## config.mk

```make
export PLATFORM = sky130hd
export DESIGN_NAME = multi_oneshot
export DESIGN_NICKNAME = d
export VERILOG_FILES = /design/src/rtl/multi_oneshot.sv
export SDC_FILE = /design/constraint.sdc
export NUM_CORES = 1
export LEC_CHECK = 0
export ABC_AREA = 1
export BUFFER_PORTS_ARGS = -buffer_cell sky130_fd_sc_hd__buf_2
export CORE_UTILIZATION = 50
export CTS_BUF_LIST = sky130_fd_sc_hd__clkbuf_8
export CTS_CLUSTER_SIZE = 20
export DETAILED_ROUTE_END_ITERATION = 10
export GPL_ROUTABILITY_DRIVEN = 1
export PLACE_DENSITY = 0.85
export RECOVER_POWER = 50
export SYNTH_ARGS = -nofsm -noshare
export SYNTH_HDL_FRONTEND = slang
export SYNTH_SLANG_ARGS = --single-unit
export TNS_END_PERCENT = 20
```

## constraint.sdc

```tcl
create_clock -name clk -period 1.1 [get_ports clk]
set_input_delay 0.275 -clock clk [delete_from_list [all_inputs] [get_ports clk]]
set_output_delay 0.275 -clock clk [all_outputs]
set_load 0.01 [all_outputs]
```

## src/rtl/multi_oneshot.sv

```systemverilog
// multi_oneshot: N-channel synchronise -> debounce -> edge-qualified one-shot pulse.
// Ports: clk, rst (async high), in[N] raw inputs, mode[2] edge select,
//   level[N] debounced level, pulse[N] registered one-shot, any_pulse = |pulse.
// Optional auto-repeat while held: define MULTI_ONESHOT_REPEAT_EN.
module multi_oneshot #(
  parameter int N             = 4,
  parameter int SYNC_STAGES   = 2,
  parameter int DEB_CYCLES    = 4,
  parameter int PULSE_LEN     = 1,
  parameter int REPEAT_DELAY  = 16,
  parameter int REPEAT_PERIOD = 8
) (
  input  logic         clk,
  input  logic         rst,
  input  logic [N-1:0] in,
  input  logic [1:0]   mode,
  output logic [N-1:0] level,
  output logic [N-1:0] pulse,
  output logic         any_pulse
);

  localparam int DW = (DEB_CYCLES > 1) ? $clog2(DEB_CYCLES) : 1;
  localparam int PW = (PULSE_LEN > 1) ? $clog2(PULSE_LEN) : 1;

  typedef enum logic {IDLE, ACTIVE} st_e;

  if (N < 1 || SYNC_STAGES < 2 || DEB_CYCLES < 1 || PULSE_LEN < 1 ||
      REPEAT_DELAY < 1 || REPEAT_PERIOD < 1) begin : g_bad_param
    $error("multi_oneshot: illegal parameter value");
  end

  logic [N-1:0][SYNC_STAGES-1:0] sync_q, sync_d;
  logic [N-1:0]                  s;
  logic [N-1:0]                  level_q, level_d;
  logic [N-1:0][DW-1:0]          cnt_q, cnt_d;
  logic [N-1:0]                  rise, fall;
  logic [N-1:0]                  rep_ev;
  logic [N-1:0]                  qev;
  st_e                           state_q [N];
  st_e                           state_d [N];
  logic [N-1:0][PW-1:0]          pcnt_q, pcnt_d;
  logic [N-1:0]                  pulse_q, pulse_d;
  logic                          any_q, any_d;

  // Synchroniser shift and debounce counter
  always_comb begin
    sync_d  = sync_q;
    level_d = level_q;
    cnt_d   = cnt_q;
    s       = '0;
    rise    = '0;
    fall    = '0;
    for (int i = 0; i < N; i++) begin
      sync_d[i] = {sync_q[i][SYNC_STAGES-2:0], in[i]};
      s[i]      = sync_q[i][SYNC_STAGES-1];
      if (s[i] == level_q[i]) begin
        cnt_d[i] = '0;
      end else if (cnt_q[i] == DW'(DEB_CYCLES - 1)) begin
        level_d[i] = s[i];
        cnt_d[i]   = '0;
        rise[i]    = s[i];
        fall[i]    = ~s[i];
      end else begin
        cnt_d[i] = cnt_q[i] + 1'b1;
      end
    end
  end

`ifdef MULTI_ONESHOT_REPEAT_EN
  localparam int RMAX = (REPEAT_DELAY > REPEAT_PERIOD) ? REPEAT_DELAY
                                                      : REPEAT_PERIOD;
  localparam int RW   = (RMAX > 1) ? $clog2(RMAX) : 1;

  logic [N-1:0][RW-1:0] rcnt_q, rcnt_d;
  // rarm: first repeat already fired, so the period applies
  logic [N-1:0]         rarm_q, rarm_d;

  always_comb begin
    rcnt_d = rcnt_q;
    rarm_d = rarm_q;
    rep_ev = '0;
    for (int i = 0; i < N; i++) begin
      if (rise[i] || fall[i]) begin
        rcnt_d[i] = '0;
        rarm_d[i] = 1'b0;
      end else if (level_q[i] && !mode[0]) begin
        if (rcnt_q[i] == (rarm_q[i] ? RW'(REPEAT_PERIOD - 1)
                                    : RW'(REPEAT_DELAY - 1))) begin
          rep_ev[i] = 1'b1;
          rcnt_d[i] = '0;
          rarm_d[i] = 1'b1;
        end else begin
          rcnt_d[i] = rcnt_q[i] + 1'b1;
        end
      end
    end
  end

  always_ff @(posedge clk or posedge rst) begin
    if (rst) begin
      rcnt_q <= '0;
      rarm_q <= '0;
    end else begin
      rcnt_q <= rcnt_d;
      rarm_q <= rarm_d;
    end
  end
`else
  assign rep_ev = '0;
`endif

  // Edge qualification and pulse FSM; events while ACTIVE are dropped
  always_comb begin
    qev     = '0;
    state_d = state_q;
    pcnt_d  = pcnt_q;
    pulse_d = pulse_q;
    for (int i = 0; i < N; i++) begin
      unique case (mode)
        2'b00:   qev[i] = rise[i];
        2'b01:   qev[i] = fall[i];
        2'b10:   qev[i] = rise[i] | fall[i];
        default: qev[i] = 1'b0;
      endcase
      qev[i] = qev[i] | rep_ev[i];
      unique case (state_q[i])
        IDLE: begin
          if (qev[i]) begin
            state_d[i] = ACTIVE;
            pulse_d[i] = 1'b1;
            pcnt_d[i]  = PW'(PULSE_LEN - 1);
          end
        end
        ACTIVE: begin
          if (pcnt_q[i] != '0) begin
            pcnt_d[i] = pcnt_q[i] - 1'b1;
          end else begin
            pulse_d[i] = 1'b0;
            state_d[i] = IDLE;
          end
        end
        default: state_d[i] = IDLE;
      endcase
    end
    any_d = |pulse_d;
  end

  always_ff @(posedge clk or posedge rst) begin
    if (rst) begin
      sync_q  <= '0;
      level_q <= '0;
      cnt_q   <= '0;
      pcnt_q  <= '0;
      pulse_q <= '0;
      any_q   <= 1'b0;
      for (int i = 0; i < N; i++) state_q[i] <= IDLE;
    end else begin
      sync_q  <= sync_d;
      level_q <= level_d;
      cnt_q   <= cnt_d;
      pcnt_q  <= pcnt_d;
      pulse_q <= pulse_d;
      any_q   <= any_d;
      for (int i = 0; i < N; i++) state_q[i] <= state_d[i];
    end
  end

  assign level     = level_q;
  assign pulse     = pulse_q;
  assign any_pulse = any_q;

endmodule

```

Word level (Yosys, flattened, before mapping) --
Cells that the tools add are included.
Word-level totals: register bits 33, bits of input ports 8
Cells by class: reduce and logical (&&, ||, !) cells 6, bitwise operators 16, mux-type cells 64, add/sub/neg operators 8, equality and inequality tests 14
Operators by type and width (number):
- 2-to-1 mux 1 bit | 40
- one-hot mux 1 bit (2 select lines) | 12
- 2-to-1 mux 2 bit | 8
- inverter 1 bit | 12
- one-hot mux 1 bit (3 select lines) | 4
- == test 2 bit, second input constant | 5
- adder 2 x 1 -> 2 bit, second input constant | 4
- inequality test 2 bit, second input constant | 4
- AND reduction 2 bit | 4
- == test 1 bit | 4
- OR 1 bit | 4
- OR reduction 4 bit | 1
- subtractor 1 bit, second input constant | 4
- == test 2 x 1 -> 1 bit, second input constant | 1
- zero test 2 bit | 1

Logic depth before layout (Yosys ltp) --
depth after elaboration 8, depth in mapped cells 9, depth with buffers taken out 9

Worst setup path after synthesis --
Ideal clock, no wire load.
kind reg-to-reg, start reg cnt_q[2] (netlist bit), end reg any_q (netlist: any_pulse), arrival time 0.938 ns, clock period less this slack 1.057 ns, required time 0.981 ns, stages on the path, launching flop included 8, buffers on the path 0, path slack 0.043 ns, path through dfrtp_1 > ha_1 > nand2_1 > nor2_2 > nand2_2 > nand2_2 > nor2_1 > nand2_1
On the way: cells in the longest elaborated chain, start to end 8, elaborated cells on any way between the ends 10, classes of those cells eq/ne: 1; mux: 7; bitwise: 1; reduce/logical: 1
Ends and longest elaborated chain:
- start, declared | RTL line 35 | logic [N-1:0][DW-1:0] cnt_q, cnt_d;
- start signal, assigned | RTL line 160 | cnt_q <= cnt_d;
- == test 2 bit * | RTL line 58 | end else if (cnt_q[i] == DW'(DEB_CYCLES - 1)) begin
- 2-to-1 mux 1 bit | RTL line 58
- 2-to-1 mux 1 bit | RTL line 56 | if (s[i] == level_q[i]) begin
- OR 1 bit | RTL line 122 | 2'b10: qev[i] = rise[i] | fall[i];
- one-hot mux 1 bit (3 select lines) * | RTL line 119 | unique case (mode)
- 2-to-1 mux 1 bit * | RTL line 128 | if (qev[i]) begin
- one-hot mux 1 bit (2 select lines) * | RTL line 126 | unique case (state_q[i])
- named net pulse_d[1] | RTL line 42 | logic [N-1:0] pulse_q, pulse_d;
- OR reduction 4 bit * | RTL line 145 | any_d = |pulse_d;
- named net any_d | RTL line 43 | logic any_q, any_d;
- end signal, assigned | RTL line 163 | any_q <= any_d;
- end, declared | RTL line 43
The timed path passes the listed nets; every way through them passes the cells marked *. A chain may end at the register's enable or synchronous reset.

Worst setup path in the final report --
start reg sync_q (netlist bit s[1]), end reg any_q (netlist: any_pulse)
On the way: cells in the longest elaborated chain, start to end 8, elaborated cells on any way between the ends 11, classes of those cells eq/ne: 1; mux: 7; bitwise: 2; reduce/logical: 1
Ends and longest elaborated chain:
- start, declared | RTL line 32 | logic [N-1:0][SYNC_STAGES-1:0] sync_q, sync_d;
- start signal, assigned | RTL line 158 | sync_q <= sync_d;
- inverter 1 bit | RTL line 62 | fall[i] = ~s[i];
- 2-to-1 mux 1 bit | RTL line 58
- 2-to-1 mux 1 bit | RTL line 56
- OR 1 bit | RTL line 122
- one-hot mux 1 bit (3 select lines) * | RTL line 119
- 2-to-1 mux 1 bit * | RTL line 128
- one-hot mux 1 bit (2 select lines) * | RTL line 126
- named net pulse_d[1] | RTL line 42
- OR reduction 4 bit * | RTL line 145
- named net any_d | RTL line 43
Marks and branches as above.

==> qor.yml <==
status: "completed"
antenna_found_initial: 0
wire_per_inst_um: 11.5
drive_gt1_frac: 0.340
use_met2: 0.351
io_pins: 17
vdd_ir_drop_max_mv: 1.52
finClkSkew_ns: 0.00594
nFillCells: 169
intPower_uw: 2240
clock_sinks: 29
setup.worst_path.start: "s[1]"
synth_edf_count: 0
drt.antenna.violating_nets: 0
synth-seq-cells: 29
use_met1: 0.213
diodes: 0
finish.utilization: 0.657
seq_power_share: 0.452
start_kind: "flip-flop"
final_hold_viol_count: 0
hp-start: "in[0]"
clk_path_buf_depth: 2
setup_violations: 0
grt_busiest_layer: "met2"
io_buffers: 16
critPathArrivalTime_ns: 1.31
period_share: 0.994
ys_types: 15
pwr-share-clk: 0.229
gp_congestion: 0.746
clock-root-buffer: "clkbuf_8"
drt_pass1_iterations: 4
switching_share: 0.331
routed_wirelength_mm: 2.08
worst_slack_ns: 0.00686
synthCells: 121
vias_per_cell: 4.66
dp.cells: 170
dpl.hpwl_mm: 1.44
grt_pass1_wl_mm: 3.53
vias: 843
core_mm2: 0.00219
cts_buffers: 5
die-width_um: 50.1
fmax_mhz: 915
synth_nets: 133
fp.dieArea_mm2: 0.00251
slew_headroom: 0.560
p_comb_frac: 0.319
min_path_type: "in -> reg"
seq_area_frac_synth: 0.627
synth-main-ff-cell: "dfrtp_1"
worstPathMaxFanout: 5
grt_use_total: 0.207
multiInputGateArea_um2: 365
yosysWarningCount: 0
synthArstFlopShare: 1.00
num-nets-final: 164
leakagePower_uw: 0.000793
path_clk_slew_ns: 0.06
stdcell_count: 181
final.min_clock_period_ns: 1.09
clk_latency_ns: 0.28
grt_use_met3: 0.0648
switchingPower_uw: 1110
std_cell_rows: 17
drtIter0Drc: 7
pre_cts_slack_ns: -0.0723
cts-htree-levels: 2
area_growth_pct: 24.3
rsz0062_at_grt: "yes"
required_ns: 1.32
maxCapViolCount: 0
r2r_start: "s[1]"
grt_pass1_vias: 876
synth_area_per_cell_um2: 9.56
regArea_um2: 727
tightest_slew_ns: 0.661
power.density_mw_per_mm2: 2330
slew_violations: 0
fp.dieH_um: 50.1
fin_tns_setup_ns: 0
overflow: 0
final_cell_mix: "28 x dfrtp_1, 25 x inv_1, 23 x nand2_1"
final_common_cell: "dfrtp_1"
syn_area_mm2: 0.00116
grt_max_degree: 30
end_kind: "flip-flop"
crit_type: "reg -> reg"
initial_core_util: 0.528
route.detailed.drc: 0
cts_tree: "yes"
-- logic make-up after synthesis --
logic type / synth area share
simple gates: 0.219
flops: 0.627
buf+inv: 0.0811
compound gates: 0.0216
fa+ha+maj: 0.0432
xor+xnor: 0.00757
-- cell usage after synthesis (2+ instances only) --
library cell	n	area (µm²)
inv_2	2	7.51
o21ai_0	3	15.0
ha_1	4	50.1
inv_1	23	86.3
nand2_1	25	93.8
nor2_2	2	12.5
nor2_1	14	52.6
dfrtp_1	29	726
nand2_2	8	50.1
nand3_1	2	10.0
nor3_1	5	25.0
-- sequential cells by signal (all words and copies together), names as in the netlist --
signal,flops
pulse,4
s,4
state_q,4
cnt_q,8
any_pulse,1
sync_d,4
level,4
-- timing repair --
item	4_1_cts	5_1_grt
hold buffers	0	0
buffers inserted	2	1
gates resized for setup	4	7
pin swaps	3	1
setup endpoints to repair	3	8
-- layout make-up --
type                            instances  share of cell area
Sequential cell                        29               0.505
Multi-Input combinational cell         67               0.254
Timing Repair Buffer                   24              0.0957
Inverter                               25              0.0652
Clock buffer                            5              0.0478
Tap cell                               28              0.0243
Clock inverter                          3             0.00783
-- power by group through the flow --
stage                     Combinational, µW  Sequential [µW]  Clock [µW]
final                                  1070             1510         767
after global routing                   1230             1540         842
after CTS                              1010             1510         802
after detailed placement                942             1520           0
after global placement                  892             1500           0
after floorplan                         557             1570           0
-- critical path: stages (launching register included) --
cell	delay [ns]
dfrtp_2	0.45
nor2_1	0.12
nor2_1	0.06
nor2_1	0.16
nand2_2	0.08
nand2_2	0.09
nor2_4	0.04
nand2_1	0.04
-- metal layers --
metal / up-vias / routed length (µm)
met4: 0 / 50
met3: 6 / 87
met1: 399 / 806
li1: 420 / -
met5: - / 0
met2: 18 / 1130
-- per-stage QoR --
stage                     hold WS (ns)  cell area, µm²  total power [µW]
after detailed placement         0.346            1310              2470
after floorplan                  0.306            1160              2130
after global placement           0.332            1310              2390
after CTS                       0.0575            1420              3330
final                            0.102            1440              3350
after global routing            0.0956            1440              3610
-- worst paths after layout --
path / cells after the start / slack [ns] / end
hold / removal: 1 / 0.10 / sync_d[1]
max in group asynchronous: 3 / 0.47 / s[1]
setup reg to reg: 7 / 0.007 / any_pulse
hold reg to reg: 0 / 0.36 / s[1]
min in group asynchronous: 3 / 0.17 / cnt_q[7]
setup / recovery: 7 / 0.007 / any_pulse
Power figures use the tool's default switching activity.
